--- config.mk ---
export PLATFORM = sky130hd
export DESIGN_NAME = pc_unit_flat
export DESIGN_NICKNAME = d
export VERILOG_FILES = /design/src/rtl/pc_unit_pkg.sv /design/src/rtl/pc_unit_if.sv /design/src/rtl/pc_unit_irq_latch.sv /design/src/rtl/pc_unit.sv /design/src/flat_wrapper.sv
export SDC_FILE = /design/constraint.sdc
export NUM_CORES = 1
export LEC_CHECK = 0
export ABC_AREA = 1
export BUFFER_PORTS_ARGS = -buffer_cell sky130_fd_sc_hd__buf_2
export CAP_MARGIN = 20
export CORE_ASPECT_RATIO = 1.4
export CORE_MARGIN = 2
export CORE_UTILIZATION = 38
export DETAILED_ROUTE_END_ITERATION = 10
export GPL_ROUTABILITY_DRIVEN = 0
export PLACE_DENSITY = 0.65
export SYNTH_ARGS = -nofsm -noshare
export SYNTH_HDL_FRONTEND = slang
export SYNTH_HIERARCHICAL = 1
export SYNTH_SLANG_ARGS = --single-unit
--- constraint.sdc ---
create_clock -name clk -period 3.1 [get_ports clk]
set_input_delay 0.31 -clock clk [delete_from_list [all_inputs] [get_ports clk]]
set_output_delay 0.31 -clock clk [all_outputs]
set_load 0.02 [all_outputs]
--- src/rtl/pc_unit_pkg.sv ---
// pc_unit_pkg: constants shared by the PC stage and the control decoder.
//   - PCSrc select encodings (110/111 are reserved and behave as sequential)
//   - reset / interrupt / undefined-instruction vector addresses
//   - br_offset(): sign-extended, word-scaled branch displacement on bits [30:0]
package pc_unit_pkg;

    typedef enum logic [2:0] {
        PCSRC_SEQ  = 3'b000,
        PCSRC_BR   = 3'b001,
        PCSRC_J    = 3'b010,
        PCSRC_JR   = 3'b011,
        PCSRC_IRQ  = 3'b100,
        PCSRC_XADR = 3'b101
    } pcsrc_e;

    localparam logic [31:0] RESET_PC = 32'h8000_0000;
    localparam logic [31:0] ILLOP_PC = 32'h8000_0004;
    localparam logic [31:0] XADR_PC  = 32'h8000_0008;

    // Branch target arithmetic lives on bits [30:0] only, so the offset is
    // produced already truncated to 31 bits.
    function automatic logic [30:0] br_offset(input logic [15:0] imm16);
        return {{13{imm16[15]}}, imm16, 2'b00};
    endfunction

endpackage

--- src/rtl/pc_unit_if.sv ---
// pc_unit_if: decoder <-> PC stage signal bundle.
//   master (decoder side): drives PCSrc, ALUOut0, Instruction, DataBusA, IRQIn
//                          and observes PC, PCPlus4, ReturnAddr, IRQ, Supervisor
//   slave  (pc_unit side): the mirror image
interface pc_unit_if;
    logic [2:0]  PCSrc;
    logic        ALUOut0;
    logic [31:0] Instruction;
    logic [31:0] DataBusA;
    logic        IRQIn;
    logic [31:0] PC;
    logic [31:0] PCPlus4;
    logic [31:0] ReturnAddr;
    logic        IRQ;
    logic        Supervisor;

    modport master (
        output PCSrc, ALUOut0, Instruction, DataBusA, IRQIn,
        input  PC, PCPlus4, ReturnAddr, IRQ, Supervisor
    );

    modport slave (
        input  PCSrc, ALUOut0, Instruction, DataBusA, IRQIn,
        output PC, PCPlus4, ReturnAddr, IRQ, Supervisor
    );
endinterface

--- src/rtl/pc_unit_irq_latch.sv ---
// pc_unit_irq_latch: timer interrupt edge detector and pending flag.
//   clk, reset  - clock, async active-low reset
//   irq_in      - level request from the timer
//   clear       - high on the cycle the decoder takes the interrupt (PCSrc=100)
//   supervisor  - current PC[31]; masks the request while in kernel mode
//   irq         - pending & ~supervisor, from registers only
module pc_unit_irq_latch (
    input  logic clk,
    input  logic reset,
    input  logic irq_in,
    input  logic clear,
    input  logic supervisor,
    output logic irq
);
    logic irq_d;
    logic pending;

    always_ff @(posedge clk or negedge reset) begin
        if (!reset) begin
            irq_d   <= 1'b0;
            pending <= 1'b0;
        end else begin
            irq_d <= irq_in;
            // A fresh edge beats a same-cycle clear so no request is lost.
            if (irq_in && !irq_d)
                pending <= 1'b1;
            else if (clear)
                pending <= 1'b0;
        end
    end

    // Kernel mode only hides the request; pending survives until user mode.
    assign irq = pending & ~supervisor;

endmodule

--- src/rtl/pc_unit.sv ---
// pc_unit: program-counter stage of the single-cycle MIPS datapath.
//   clk    - system clock
//   reset  - async active-low reset, PC returns to RESET_PC
//   bus    - pc_unit_if.slave: PCSrc/ALUOut0/Instruction/DataBusA/IRQIn in,
//            PC/PCPlus4/ReturnAddr/IRQ/Supervisor out
// PC[31] is the supervisor bit; all address arithmetic is on bits [30:0] so
// sequential flow, branches and jumps never change privilege.
module pc_unit
    import pc_unit_pkg::*;
(
    input  logic     clk,
    input  logic     reset,
    pc_unit_if.slave bus
);
    logic [31:0] pc;
    logic [31:0] pc_plus4;
    logic [31:0] pc_next;
    logic        irq;

    assign pc_plus4 = {pc[31], pc[30:0] + 31'd4};

    always_comb begin
        pc_next = pc_plus4;
        case (bus.PCSrc)
            PCSRC_BR:
                if (bus.ALUOut0)
                    pc_next = {pc[31], pc_plus4[30:0] + br_offset(bus.Instruction[15:0])};
            PCSRC_J:
                pc_next = {pc[31], pc_plus4[30:28], bus.Instruction[25:0], 2'b00};
            // jr can drop to user mode but never climb into kernel mode.
            PCSRC_JR:
                pc_next = {pc[31] & bus.DataBusA[31], bus.DataBusA[30:2], 2'b00};
            PCSRC_IRQ:  pc_next = ILLOP_PC;
            PCSRC_XADR: pc_next = XADR_PC;
            default:    pc_next = pc_plus4;
        endcase
    end

    always_ff @(posedge clk or negedge reset) begin
        if (!reset)
            pc <= RESET_PC;
        else
            pc <= pc_next;
    end

    pc_unit_irq_latch u_irq (
        .clk        (clk),
        .reset      (reset),
        .irq_in     (bus.IRQIn),
        .clear      (bus.PCSrc == PCSRC_IRQ),
        .supervisor (pc[31]),
        .irq        (irq)
    );

    // The interrupted instruction has not executed, so it is the return point.
    assign bus.ReturnAddr = (bus.PCSrc == PCSRC_IRQ) ? pc : pc_plus4;
    assign bus.PC         = pc;
    assign bus.PCPlus4    = pc_plus4;
    assign bus.Supervisor = pc[31];
    assign bus.IRQ        = irq;

    // Opcode/funct bits and the word-offset bits of rs are not needed here.
    logic unused;
    assign unused = &{1'b0, bus.Instruction[31:26], bus.DataBusA[1:0]};

endmodule

--- src/flat_wrapper.sv ---
// flat-port wrapper written by rule: the top's interface ports become plain ports
module pc_unit_flat import pc_unit_pkg::*;
  (clk, reset, bus_PCSrc, bus_ALUOut0, bus_Instruction, bus_DataBusA, bus_IRQIn, bus_PC, bus_PCPlus4, bus_ReturnAddr, bus_IRQ, bus_Supervisor);
  pc_unit_if bus_i ();
  input  logic clk;
  input  logic reset;
  input wire logic [$bits(bus_i.PCSrc)-1:0] bus_PCSrc;
  input wire logic [$bits(bus_i.ALUOut0)-1:0] bus_ALUOut0;
  input wire logic [$bits(bus_i.Instruction)-1:0] bus_Instruction;
  input wire logic [$bits(bus_i.DataBusA)-1:0] bus_DataBusA;
  input wire logic [$bits(bus_i.IRQIn)-1:0] bus_IRQIn;
  output wire logic [$bits(bus_i.PC)-1:0] bus_PC;
  output wire logic [$bits(bus_i.PCPlus4)-1:0] bus_PCPlus4;
  output wire logic [$bits(bus_i.ReturnAddr)-1:0] bus_ReturnAddr;
  output wire logic [$bits(bus_i.IRQ)-1:0] bus_IRQ;
  output wire logic [$bits(bus_i.Supervisor)-1:0] bus_Supervisor;
  assign bus_i.PCSrc = bus_PCSrc;
  assign bus_i.ALUOut0 = bus_ALUOut0;
  assign bus_i.Instruction = bus_Instruction;
  assign bus_i.DataBusA = bus_DataBusA;
  assign bus_i.IRQIn = bus_IRQIn;
  assign bus_PC = bus_i.PC;
  assign bus_PCPlus4 = bus_i.PCPlus4;
  assign bus_ReturnAddr = bus_i.ReturnAddr;
  assign bus_IRQ = bus_i.IRQ;
  assign bus_Supervisor = bus_i.Supervisor;
  pc_unit u_core (.clk(clk), .reset(reset), .bus(bus_i));
endmodule
==> impl_metrics.env <==
export IMPL_track_usage_pct=27.0
export IMPL_drtIter0Drc=547
export IMPL_seqPwrFrac_pct=17.6
export IMPL_syn_mean_instance_area_sq_um=5.66
export IMPL_ys_ff_latch=32
export IMPL_slew_viol_final=0
export IMPL_post_route_min_period_ps=2980
export IMPL_synth_top_area_share_pct=21.5
export IMPL_fmaxAchievable_mhz=336
export IMPL_dieArea_sq_mm=0.0147
export IMPL_final_common_cell="nand2_1"
export IMPL_drt_drc_violations_left=0
export IMPL_mostFrequentLayoutCells="291 x nand2_1, 154 x buf_2, 122 x inv_1"
export IMPL_h_tree_depth=2
export IMPL_worst_slew_pin_slew_ps=737
export IMPL_drt_total_wl_mm=21.0
export IMPL_core_area_sq_mm=0.0135
export IMPL_ys_types=47
export IMPL_wl_per_cell_microns=15.8
export IMPL_num_vias=6864
export IMPL_worstPathMaxFanout=5
export IMPL_globalRouteOverflowTotal=0
export IMPL_final_hold_violation_count=0
export IMPL_cts_hold_buf=0
export IMPL_max_slew_margin_pct=50.8
export IMPL_layout_nets=1253
export IMPL_rows=50
export IMPL_crit_type="reg -> reg"
export IMPL_grt_max_degree=41
export IMPL_drive_above_1_share_pct=34.1
export IMPL_grt_pass1_vias=5964
export IMPL_cts_tree="done"
export IMPL_worst_slack_ps=124
export IMPL_clock_sinks=32
export IMPL_endpoint_kind="flop"
export IMPL_dp_hpwl_mm=16.9
export IMPL_crit_required_ps=3310
export IMPL_start_kind="flop"
export IMPL_hold_class="in -> async"
export IMPL_syn_inst=925
export IMPL_fin_skew_ps=3.29
export IMPL_pre_cts_ws_ps=49.3
export IMPL_status="finished clean"
export IMPL_pin_count=169
export IMPL_seq_area_frac_synth_pct=15.3
export IMPL_synthesis_area_sq_mm=0.00524
export IMPL_die_y_microns=143
export IMPL_antenna_cells=0
export IMPL_area_growth_pct=40.9
export IMPL_cts_root_buf="clkbuf_16"
export IMPL_clkSlewWorstSetupHoldPaths_ps=50
export IMPL_final_util_pct=54.9
export IMPL_insertion_delay_ps=280
export IMPL_switching_share_pct=50.6
export IMPL_portBuffers=154
export IMPL_start_util_pct=38.9
export IMPL_power_density_mw_per_mm2=460
export IMPL_grt_antenna_before_repair=0
export IMPL_synth_largest_area_cell="nand2_1"
export IMPL_clock_power_share_pct=15.4
export IMPL_via_per_inst=5.16
export IMPL_die_w_microns=103
export IMPL_grt_first_pass_wirelength_mm=30.3
export IMPL_ys_warnings_count=6
export IMPL_post_route_period_util_pct=96.0
export IMPL_synth_area_leaders="nand2_1 22%, dfrtp_1 15%, inv_1 9.2%"
export IMPL_clk_path_buf_depth=2
export IMPL_synth_edf_count=0
export IMPL_p_int_mw=1.68
export IMPL_arrival_ps=3190
export IMPL_combPwrFrac_pct=67.0
export IMPL_cts_buffers_inserted=5
export IMPL_power_switching_mw=1.72
export IMPL_rsz0062_at_grt="true"
export IMPL_ant_nets=0
export IMPL_setup_violations=0
export IMPL_ir_worst_vdd_uv=212
export IMPL_drtPass1Iterations=5
export IMPL_maxCapViolations=0
export IMPL_async_flop_share_pct=100
export IMPL_p_leak_nw=3.90
export IMPL_synth_ff_type="dfrtp_1"
==> per-layer routing <==
layer  global-route usage, %  up-vias  part of all wire, %
met1                    35.1     3128                   41
met3                    1.03       46                  5.8
met4                    11.3        0                  3.9
met5                       0        -                    0
li1                        -     3411                    -
met2                    46.4      279                   49
==> through the flow <==
stage               hold WS [ps]  cells  power [mW]  setup TNS, ps  cell area (sq um)
floorplan                   14.4    930        1.86              0               5260
global placement             413   1316        2.64              0               6710
detailed placement           411   1316        2.66              0               6710
CTS                          119   1324        3.18              0               6870
global route                 157   1329        3.63           -192               7380
finish                      95.0   1329        3.40              0               7380
==> synthesized netlist by cell type, types with 11 or more instances <==
master and count:
ha_1 35, a22oi_1 15, o21ai_1 34, xor2_1 17, clkbuf_1 12, a21oi_1 49
inv_2 16, nand2_1 300, a221oi_1 11, nand3_1 69, o21ai_0 26, nor2_1 83
dfrtp_1 31, inv_1 128
==> state kept, by name, indices dropped and copies added, names as in the netlist <==
signal and flops:
u_core/bus.PC 30, u_core/u_irq/irq_d 1, u_core/u_irq/pending 1
==> power groups by stage <==
stage	Sequential, mW	Combinational (mW)	Clock, mW
2_1_floorplan	0.662	1.20	0
4_1_cts	0.589	2.07	0.521
3_5_place_dp	0.596	2.06	0
5_1_grt	0.615	2.48	0.537
3_3_place_gp	0.594	2.05	0
6_report	0.599	2.27	0.522
==> what timing repair did <==
item                       in CTS  in global routing
resized for setup               0                109
hold endpoints to repair        0                  0
setup endpoints to repair       0                 22
buffers inserted                0                  5
==> critical path, stage by stage, from the launching register on <==
cell and delay, ps:
dfrtp_1 460, nand2_2 150, nor2_2 230, nand2_1 110
nor2_1 90, nand4_1 80, nand2_1 160, inv_1 80
ha_1 370, nand2_1 130, nor2_1 170, nor3b_2 270
nand3_1 180, nand2_1 100, nand2_1 50, nand3_1 60
nand2_1 80, a21oi_2 130
==> cell type report <==
type / count / area, sq um
fill: 1392 / 6070
multi-input combinational: 725 / 4240
timing repair buffer: 238 / 1400
sequential: 32 / 811
inverter: 144 / 541
tap: 182 / 228
clock buffer: 8 / 156
==> path summary, 6_finish.rpt <==
kind / from / end / slack, ps / depth (start not counted)
min in group clk: bus_IRQIn / u_core/u_irq/irq_d / 150 / 1
max reg2reg: u_core/bus.PC[15] / u_core/bus.PC[28] / 120 / 17
max in group asynchronous: reset / u_core/bus.PC[24] / 2490 / 1
max: u_core/bus.PC[15] / u_core/bus.PC[28] / 120 / 17
min reg2reg: u_core/u_irq/irq_d / u_core/u_irq/pending / 490 / 3
min: reset / u_core/bus.PC[2] / 90 / 1
==> cells by family after synthesis <==
family / synth area share (%)
buffers and inverters: 13.2
XOR/XNOR: 3.01
other: 0.0716
adder cells (fa/ha/maj): 8.75
flip-flops: 15.3
AO/OA/AOI/OAI: 17.9
AND/OR/NAND/NOR: 41.8
Note: power is estimated with default switching activity, not from simulation.
